**src/rtl/core_flit_injector_pkg.sv**
```systemverilog
// Shared definitions for the core-side flit injector.
// Contents: flit type encodings, FSM state enum, head-field bit offsets.
// The head flit layout below the 2-bit type is {vc, flow, len, zero pad},
// packed from the MSB downward.
package core_flit_injector_pkg;

  localparam int TYPE_W = 2;

  localparam logic [TYPE_W-1:0] FLIT_HEAD = 2'b01;
  localparam logic [TYPE_W-1:0] FLIT_BODY = 2'b00;
  localparam logic [TYPE_W-1:0] FLIT_TAIL = 2'b10;

  typedef enum logic {
    ST_IDLE = 1'b0,
    ST_BODY = 1'b1
  } inj_state_e;

  // LSB positions of the head fields for a given flit/field geometry.
  function automatic int head_vc_lsb(input int dw, input int vcb);
    return dw - TYPE_W - vcb;
  endfunction

  function automatic int head_flow_lsb(input int dw, input int vcb, input int fb);
    return dw - TYPE_W - vcb - fb;
  endfunction

  function automatic int head_len_lsb(input int dw, input int vcb, input int fb,
                                      input int lb);
    return dw - TYPE_W - vcb - fb - lb;
  endfunction

endpackage

```
**src/rtl/core_flit_injector_hold.sv**
```systemverilog
// flit_hold_reg: single-entry output register between the packetizer and
// the router wrapper's core input port.
// Ports:
//   clk, reset      - clock, async active-low reset
//   on              - global enable; no transfer while low
//   vc_full         - per-VC full flags from the wrapper
//   load/load_flit/load_vc - new flit to capture (caller only loads when free)
//   flit_out/flit_valid    - to the wrapper
//   xfer            - flit handed to the wrapper this cycle
//   free            - register may accept a new flit this cycle
module flit_hold_reg #(
  parameter int DATA_WIDTH = 32,
  parameter int VC_BITS    = 1,
  parameter int NUM_VCS    = 1 << VC_BITS
) (
  input  logic                  clk,
  input  logic                  reset,
  input  logic                  on,
  input  logic [NUM_VCS-1:0]    vc_full,
  input  logic                  load,
  input  logic [DATA_WIDTH-1:0] load_flit,
  input  logic [VC_BITS-1:0]    load_vc,
  output logic [DATA_WIDTH-1:0] flit_out,
  output logic                  flit_valid,
  output logic                  xfer,
  output logic                  free
);

  logic                  hold_valid;
  logic [DATA_WIDTH-1:0] hold_flit;
  logic [VC_BITS-1:0]    hold_vc;

  // Full flag is checked combinationally, so a flit only leaves when the
  // wrapper can take it; nothing is ever in flight toward a full FIFO.
  assign xfer       = hold_valid && !vc_full[hold_vc] && on;
  assign free       = !hold_valid || xfer;
  assign flit_valid = xfer;
  assign flit_out   = hold_flit;

  always_ff @(posedge clk or negedge reset) begin
    if (!reset) begin
      hold_valid <= 1'b0;
      hold_flit  <= '0;
      hold_vc    <= '0;
    end else if (load) begin
      // Load wins over xfer: same-cycle replace, no bubble.
      hold_valid <= 1'b1;
      hold_flit  <= load_flit;
      hold_vc    <= load_vc;
    end else if (xfer) begin
      hold_valid <= 1'b0;
    end
  end

endmodule

```
**src/rtl/core_flit_injector.sv**
```systemverilog
// core_flit_injector: turns a core word stream into head/body/tail flits for
// the router wrapper's core input port, gated by per-VC full flags.
// Ports:
//   clk, reset                 - clock, async active-low reset
//   ON                         - enable; freezes the block when low
//   msg_flow/msg_vc/msg_len    - packet header info, sampled at head load
//   word_data/valid/last/ready - payload word handshake
//   flit_out/flit_valid        - to core_data_in/core_valid_in
//   vc_full                    - from core_full_out
//   pkt_count/flit_count       - wrapping tail-flit and flit transfer counts
module core_flit_injector
  import core_flit_injector_pkg::*;
#(
  parameter int DATA_WIDTH = 32,
  parameter int FLOW_BITS  = 8,
  parameter int VC_BITS    = 1,
  parameter int LEN_BITS   = 8,
  parameter int CNT_BITS   = 16,
  parameter int NUM_VCS    = 1 << VC_BITS
) (
  input  logic                     clk,
  input  logic                     reset,
  input  logic                     ON,
  input  logic [FLOW_BITS-1:0]     msg_flow,
  input  logic [VC_BITS-1:0]       msg_vc,
  input  logic [LEN_BITS-1:0]      msg_len,
  input  logic [DATA_WIDTH-3:0]    word_data,
  input  logic                     word_valid,
  input  logic                     word_last,
  output logic                     word_ready,
  output logic [DATA_WIDTH-1:0]    flit_out,
  output logic                     flit_valid,
  input  logic [NUM_VCS-1:0]       vc_full,
  output logic [CNT_BITS-1:0]      pkt_count,
  output logic [CNT_BITS-1:0]      flit_count
);

  localparam int VC_LSB   = head_vc_lsb(DATA_WIDTH, VC_BITS);
  localparam int FLOW_LSB = head_flow_lsb(DATA_WIDTH, VC_BITS, FLOW_BITS);
  localparam int LEN_LSB  = head_len_lsb(DATA_WIDTH, VC_BITS, FLOW_BITS, LEN_BITS);
  localparam logic [CNT_BITS-1:0] CNT_ONE = {{(CNT_BITS-1){1'b0}}, 1'b1};

  inj_state_e            state, next_state;
  logic [VC_BITS-1:0]    lat_vc;
  logic                  free, xfer, load;
  logic [DATA_WIDTH-1:0] load_flit, head_flit;
  logic [VC_BITS-1:0]    load_vc;

  // Head flit: {type, vc, flow, len, zero pad}. The flow ID only lives in
  // the head, so the hold register is where it is effectively latched.
  always_comb begin
    head_flit = '0;
    head_flit[DATA_WIDTH-1 -: TYPE_W]  = FLIT_HEAD;
    head_flit[VC_LSB   +: VC_BITS]     = msg_vc;
    head_flit[FLOW_LSB +: FLOW_BITS]   = msg_flow;
    head_flit[LEN_LSB  +: LEN_BITS]    = msg_len;
  end

  // State register
  always_ff @(posedge clk or negedge reset) begin
    if (!reset) state <= ST_IDLE;
    else        state <= next_state;
  end

  // Next-state logic. The head is loaded on word_valid but the word itself
  // stays on the bus and is consumed in BODY.
  always_comb begin
    next_state = state;
    case (state)
      ST_IDLE: if (word_valid && free && ON)               next_state = ST_BODY;
      ST_BODY: if (word_valid && word_ready && word_last)  next_state = ST_IDLE;
      default:                                             next_state = ST_IDLE;
    endcase
  end

  // Output logic
  always_comb begin
    word_ready = 1'b0;
    load       = 1'b0;
    load_flit  = head_flit;
    load_vc    = msg_vc;
    case (state)
      ST_IDLE: begin
        load = word_valid && free && ON;
      end
      ST_BODY: begin
        word_ready = free && ON;
        load       = word_valid && free && ON;
        load_flit  = {(word_last ? FLIT_TAIL : FLIT_BODY), word_data};
        load_vc    = lat_vc;
      end
      default: ;
    endcase
  end

  // Body/tail flits follow the VC chosen at head time, whatever msg_vc does.
  always_ff @(posedge clk or negedge reset) begin
    if (!reset)                       lat_vc <= '0;
    else if (state == ST_IDLE && load) lat_vc <= msg_vc;
  end

  flit_hold_reg #(
    .DATA_WIDTH (DATA_WIDTH),
    .VC_BITS    (VC_BITS),
    .NUM_VCS    (NUM_VCS)
  ) u_hold (
    .clk        (clk),
    .reset      (reset),
    .on         (ON),
    .vc_full    (vc_full),
    .load       (load),
    .load_flit  (load_flit),
    .load_vc    (load_vc),
    .flit_out   (flit_out),
    .flit_valid (flit_valid),
    .xfer       (xfer),
    .free       (free)
  );

  always_ff @(posedge clk or negedge reset) begin
    if (!reset) begin
      flit_count <= '0;
      pkt_count  <= '0;
    end else if (xfer) begin
      flit_count <= flit_count + CNT_ONE;
      if (flit_out[DATA_WIDTH-1 -: TYPE_W] == FLIT_TAIL)
        pkt_count <= pkt_count + CNT_ONE;
    end
  end

endmodule

```
**config.mk**
```make
export PLATFORM = sky130hd
export DESIGN_NAME = core_flit_injector
export DESIGN_NICKNAME = d
export VERILOG_FILES = /design/src/rtl/core_flit_injector_pkg.sv /design/src/rtl/core_flit_injector_hold.sv /design/src/rtl/core_flit_injector.sv
export SDC_FILE = /design/constraint.sdc
export NUM_CORES = 1
export LEC_CHECK = 0
export CORE_MARGIN = 5
export CORE_UTILIZATION = 45
export CTS_BUF_LIST = sky130_fd_sc_hd__clkbuf_4
export DETAILED_ROUTE_END_ITERATION = 6
export GPL_ROUTABILITY_DRIVEN = 1
export PLACE_DENSITY_LB_ADDON = 0.25
export SLEW_MARGIN = 10
export SYNTH_ARGS = -nofsm -noshare
export SYNTH_HDL_FRONTEND = slang
export SYNTH_SLANG_ARGS = --single-unit
```
**constraint.sdc**
```tcl
create_clock -name clk -period 2.44 [get_ports clk]
set_input_delay 0.366 -clock clk [delete_from_list [all_inputs] [get_ports clk]]
set_output_delay 0.366 -clock clk [all_outputs]
set_load 0.05 [all_outputs]
```
==> results of run 1 <==
[cell type report]
cell class	count	area, um^2
fillers	524	2000
flip-flops and latches	68	1700
repair buffers	126	1270
multi-input cells	197	1210
well taps	77	96.3
clock buffers	9	67.6
clock inverters	5	21.3
inverters	4	15.0
[routing by layer]
| metal | global-route usage | up-vias | share of wire |
|---|---|---|---|
| met5 | 0 | - | 0 |
| li1 | - | 1207 | - |
| met3 | 0.0793 | 6 | 0.091 |
| met4 | 0.0587 | 0 | 0.011 |
| met2 | 0.279 | 84 | 0.48 |
| met1 | 0.219 | 1146 | 0.42 |
[sequential cells by signal, summed over array words and instances (netlist names)]
name,flops
u_hold.flit_out,32
flit_count,16
pkt_count,16
lat_vc,1
state,1
u_hold.hold_valid,1
u_hold.hold_vc,1
[metrics by stage]
| step | worst slack [ns] | instances |
|---|---|---|
| after floorplan | 0.281 | 280 |
| after global placement | 0.264 | 471 |
| after detailed placement | 0.192 | 471 |
| after CTS | 0.327 | 486 |
| after global routing | 0.280 | 486 |
| final | 0.353 | 486 |
[power groups by stage]
stage / clock network [mW] / registers, mW / logic, mW
2_1_floorplan: 0 / 2.54 / 0.495
3_3_place_gp: 0 / 1.63 / 2.22
3_5_place_dp: 0 / 1.65 / 2.24
4_1_cts: 0.568 / 1.63 / 2.25
5_1_grt: 0.617 / 1.67 / 2.35
6_report: 0.558 / 1.62 / 2.22
[synthesized netlist by cell type]
library cell	number
mux2i_1	17
nand2_1	60
or4b_1	1
xor2_1	10
mux2_4	1
nand4b_1	1
ha_1	2
dfrtp_1	68
a21o_1	2
inv_1	4
nor4_1	1
mux2_2	3
buf_2	2
or3_1	1
nand3_2	1
and3_1	7
nor3_1	8
o21ai_0	18
nand3_1	22
nand4_1	9
o21a_1	1
nor3_4	1
and4_1	2
nor2b_1	1
xnor2_1	20
a21oi_1	4
clkbuf_1	9
nor2_1	4
[worst max-delay path by stage]
stage | slack, ns | end | depth (start not counted) | startpoint
CTS | 0.33 | word_ready | 3 | u_hold.hold_vc
global route | 0.28 | word_ready | 3 | u_hold.hold_vc
detailed placement | 0.19 | pkt_count[15] | 5 | ON
finish | 0.35 | word_ready | 3 | u_hold.hold_vc
global placement | 0.26 | pkt_count[15] | 5 | ON
floorplan | 0.28 | word_ready | 4 | state
[worst reg2reg max path, delay by kind of cell, from the launching register on]
kind | cells | cell delay, ns
and+or+nand+nor | 2 | 0.77
muxes | 1 | 0.37
xor gates and xnor gates | 1 | 0.14
DFF | 1 | 0.45
[logic make-up (layout without fill, tap and decap cells)]
kind of cell               after synthesis  after routing  share of synthesized area
adders and majority gates                2              2                    0.00842
muxes                                   21             21                     0.0737
buffers and inverters                   15            144                     0.0198
AOI/OAI and AO/OA                       25             25                     0.0446
DFF                                     68             68                      0.573
and+or+nand+nor                        119            119                      0.192
xor gates and xnor gates                30             30                     0.0884
==> results.tsv, run 1 <==
metric	value	unit
status	completed	
placed_cell_area	0.00429	mm^2
grt_max_degree	45	
hold_class	reg -> reg	
most-common-layout-cells	clkdlybuf4s50_1, dfrtp_1, nand2_1, nand3_1, xnor2_1	
fmax	0.479	GHz
cts-root-buf	clkbuf_4	
syn_avg_cell_area	10.6	um^2
cp.required	2.07	ns
start_kind	register	
p_per_area	1000	mW/mm^2
intPower	2.38	mW
switching_share	0.459	
totalWireLength	7.08	mm
r2r_start	u_hold.hold_vc	
clkLatencyLatePin	0.40	ns
tritoncts	yes	
drc_errors	0	
ant_nets	0	
leakage	2.04	nW
finalClockSkew	0.0168	ns
synth.top_cell.area_share	0.573	
cts.path.max_buffers	2	
hold_buffers	1	
final_util	0.687	
layout_min_cycle_time	2.09	ns
ios	120	
period_share	0.855	
grt_usage	0.178	
syn_inst	280	
tightest_slew	0.603	ns
num_vias	2443	
seq_power_share	0.369	
core.rowCount	29	
vdd_drop_max	0.706	mV
crit_type	reg -> out	
cpLargestDelayFamily	flip-flops	
synth.distinct_cells	28	
antenna_found_initial	0	
drive_gt1_frac	0.0636	
gp_congestion	0.780	
yosysTopAreaCell	dfrtp_1	
cts_buffers	9	
dieArea	0.00833	mm^2
crit_chain	mux2_4 > a21oi_1 > buf_12	
holdPathStages	2	
synth-seq-cells	68	
slew_viol_final	0	
netlist_area	0.00297	mm^2
min-delay-start	u_hold.flit_out[3]	
wl_per_cell	14.6	um
fin_tns_setup	0	ns
reg2reg_depth	4	
crit_path_top_delay_cell	dfrtp_1	
h-tree-depth	3	
post_cts_buffers	0	
reg2reg_to	pkt_count[15]	
p_total	4.40	mW
grt_pass1_wl	11.9	mm
initial_utilization	0.465	
finalSetupViolations	0	
diodes	0	
port_buffers	119	
ff2ff_setup_slack	0.61	ns
syn2layout_area_growth	47.6	%
maxCapViolCount	0	
cts_sinks	68	
critPathMaxFanout	6	
cp-end-kind	primary output	
crit_arrival	1.72	ns
nNetsFinal	462	
drt_iter0_drc	38	
grt_setup_unrepaired	false	
chipHeight	91.3	um
vias_per_cell	5.03	
cpPeakStageDelay	0.45	ns
synth_area_leaders	dfrtp_1, nand2_1, xnor2_1, mux2i_1, nand3_1	
grt-ovfl-total	0	
combPwrFrac	0.504	
p_switching	2.02	mW
yosysWarnings	0	
core-area	0.00639	mm^2
hold_violations	0	
crit_buf_inv	1	
cts-resized-gates	0	
die_w	91.3	um
clk_pin_slew	0.11	ns
grt_pass1_vias	2523	
syn-num-nets	336	
final_common_cell	clkdlybuf4s50_1	
final_cell_area	0.00439	mm^2
yosysSeqAreaShare	0.573	
drtPass1Iterations	4	
dp_hpwl	5.32	mm
slew_headroom	0.598	
whs_endpoint	u_hold.flit_out[3]	
whs	0.476	ns
p_clk_frac	0.127	
Note: power is estimated with default switching activity, not from simulation.
==> inputs of run 2 (changes only) <==
--- a/config.mk
+++ b/config.mk
@@ -5,13 +5,14 @@
 export SDC_FILE = /design/constraint.sdc
 export NUM_CORES = 1
 export LEC_CHECK = 0
+export CAP_MARGIN = 20
 export CORE_MARGIN = 5
 export CORE_UTILIZATION = 45
 export CTS_BUF_LIST = sky130_fd_sc_hd__clkbuf_4
+export CTS_CLUSTER_DIAMETER = 120
 export DETAILED_ROUTE_END_ITERATION = 6
 export GPL_ROUTABILITY_DRIVEN = 1
 export PLACE_DENSITY_LB_ADDON = 0.25
-export SLEW_MARGIN = 10
 export SYNTH_ARGS = -nofsm -noshare
 export SYNTH_HDL_FRONTEND = slang
 export SYNTH_SLANG_ARGS = --single-unit
==> results of run 2 <==
The final DEF is identical to that of run 1; final timing and power are the same.
==> inputs of run 3 (changes only) <==
--- a/config.mk
+++ b/config.mk
@@ -12,7 +12,9 @@
 export CTS_CLUSTER_DIAMETER = 120
 export DETAILED_ROUTE_END_ITERATION = 6
 export GPL_ROUTABILITY_DRIVEN = 1
+export GPL_TIMING_DRIVEN = 0
 export PLACE_DENSITY_LB_ADDON = 0.25
+export RECOVER_POWER = 100
 export SYNTH_ARGS = -nofsm -noshare
 export SYNTH_HDL_FRONTEND = slang
 export SYNTH_SLANG_ARGS = --single-unit
==> run 3 against run 2 <==
The run now ends with max-capacitance violations, max-slew violations left. Clock power is essentially flat. Non-clock buffer count grew 3. Count of clock-buffer cells in the layout is the same. Sequential power about the same. Final cell count increased by 0.62%. Via count increased by 0.78%. Sequential share of layout area grew 0.37 points. Register-to-register slack got worse by 0.22 ns. Core utilization shrank 0.65 points. Critical path type unchanged. Highest routed layer unchanged.
==> results.tsv, run 3 (same netlist as run 1, synthesis figures left out) <==
metric	value	unit
core-area	0.00639	mm^2
most-common-layout-cells	dfrtp_1, dlygate4sd3_1, nand2_1, clkdlybuf4s50_1, nand3_1	
pre_cts_ws	-0.464	ns
leakage	2.13	nW
syn2layout_area_growth	46.2	%
die_w	91.3	um
drc_errors	0	
layout_min_cycle_time	2.32	ns
hold_class	in -> async	
cts-root-buf	clkbuf_4	
drive_gt1_frac	0.0510	
final_common_cell	dfrtp_1	
start_kind	register	
chipHeight	91.3	um
maxCapViolCount	1	
grt_pass1_vias	2449	
critPathMaxFanout	10	
ant_nets	0	
placed_cell_area	0.00426	mm^2
cts_sinks	68	
multiInputGateArea	0.00121	mm^2
cts-resized-gates	8	
seqCellArea	0.00170	mm^2
num_vias	2462	
grt_setup_unrepaired	false	
cts_buffers	9	
finalSetupViolations	0	
clkLatencyLatePin	0.40	ns
clk_pin_slew	0.11	ns
diodes	0	
hold_buffers	0	
drt_iter0_drc	65	
grt_max_degree	69	
slew_headroom	-0.115	
tritoncts	yes	
setup_slack	0.123	ns
vias_per_cell	5.03	
cp-end-kind	primary output	
crit_type	reg -> out	
grt-ovfl-total	0	
grt_usage	0.178	
wl_per_cell	14.7	um
dieArea	0.00833	mm^2
nNetsFinal	465	
ios	120	
nFillCells	522	
largest_reg_flops	32	
h-tree-depth	3	
drtPass1Iterations	4	
gp_congestion	0.742	
cp.required	2.07	ns
vdd_drop_max	0.656	mV
slew_viol_final	69	
dp_hpwl	5.37	mm
final_cell_area	0.00435	mm^2
crit_arrival	1.95	ns
p_per_area	982	mW/mm^2
fmax	0.432	GHz
hold_violations	0	
port_buffers	119	
p_total	4.27	mW
finalClockSkew	0.0127	ns
post_cts_buffers	0	
antenna_found_initial	0	
tightest_slew	1.67	ns
grt_pass1_wl	11.9	mm
initial_utilization	0.465	
cts.path.max_buffers	2	
totalWireLength	7.19	mm
period_share	0.950	
status	complete, but fails checks	
violations	max-capacitance violations, max-slew violations	
core.rowCount	29	
## run 3: final timing paths
| kind | slack, ns | cells after the start | endpoint | start |
|---|---|---|---|---|
| max in group asynchronous | 1.06 | 1 | u_hold.flit_out[23] | reset |
| min | 0.38 | 1 | flit_count[11] | reset |
| min reg2reg | 0.47 | 1 | pkt_count[15] | pkt_count[15] |
| max | 0.12 | 4 | word_ready | state |
| max reg2reg | 0.39 | 5 | u_hold.flit_out[1] | u_hold.hold_vc |
| min in group clk | 0.47 | 1 | pkt_count[15] | pkt_count[15] |
## run 3: layout make-up
type,instances,area share
Buffer,10,0.00921
Clock buffer,9,0.0155
Clock inverter,5,0.00489
Tap cell,77,0.0222
Sequential cell,68,0.392
Inverter,4,0.00346
Timing Repair Buffer,119,0.274
Multi-Input combinational cell,197,0.280
## run 3: worst max-delay path, cell delays in order, from the launching register on
cell and delay (ns):
dfrtp_1 0.60, clkbuf_2 0.33, nand2_1 0.07, a21oi_1 0.16, clkdlybuf4s15_2 0.39
## run 3: metal layers
layer  vias to the layer above  part of all wire  routed length, um  track usage
met5                         -                 0                  0            0
met4                         0             0.018                133       0.0782
met3                        13             0.097                700       0.0727
met2                        82              0.47               3370        0.270
met1                      1147              0.41               2990        0.223
li1                       1220                 -                  -            -
## run 3: power breakdown
part	internal [mW]	switching, mW	leakage, nW
logic	0.661	1.42	1.21
registers	1.41	0.216	0.869
clock network	0.185	0.372	0.0539
## run 3: stage by stage
step	TNS, ns	util	hold slack (ns)	instances
final	0	0.680	0.379	489
after global routing	0	0.680	0.500	489
after CTS	0	0.681	0.0787	489
after detailed placement	-0.677	0.667	0.457	476
after global placement	-88.21	0.667	0.449	476
after floorplan	0	-	0.0704	280
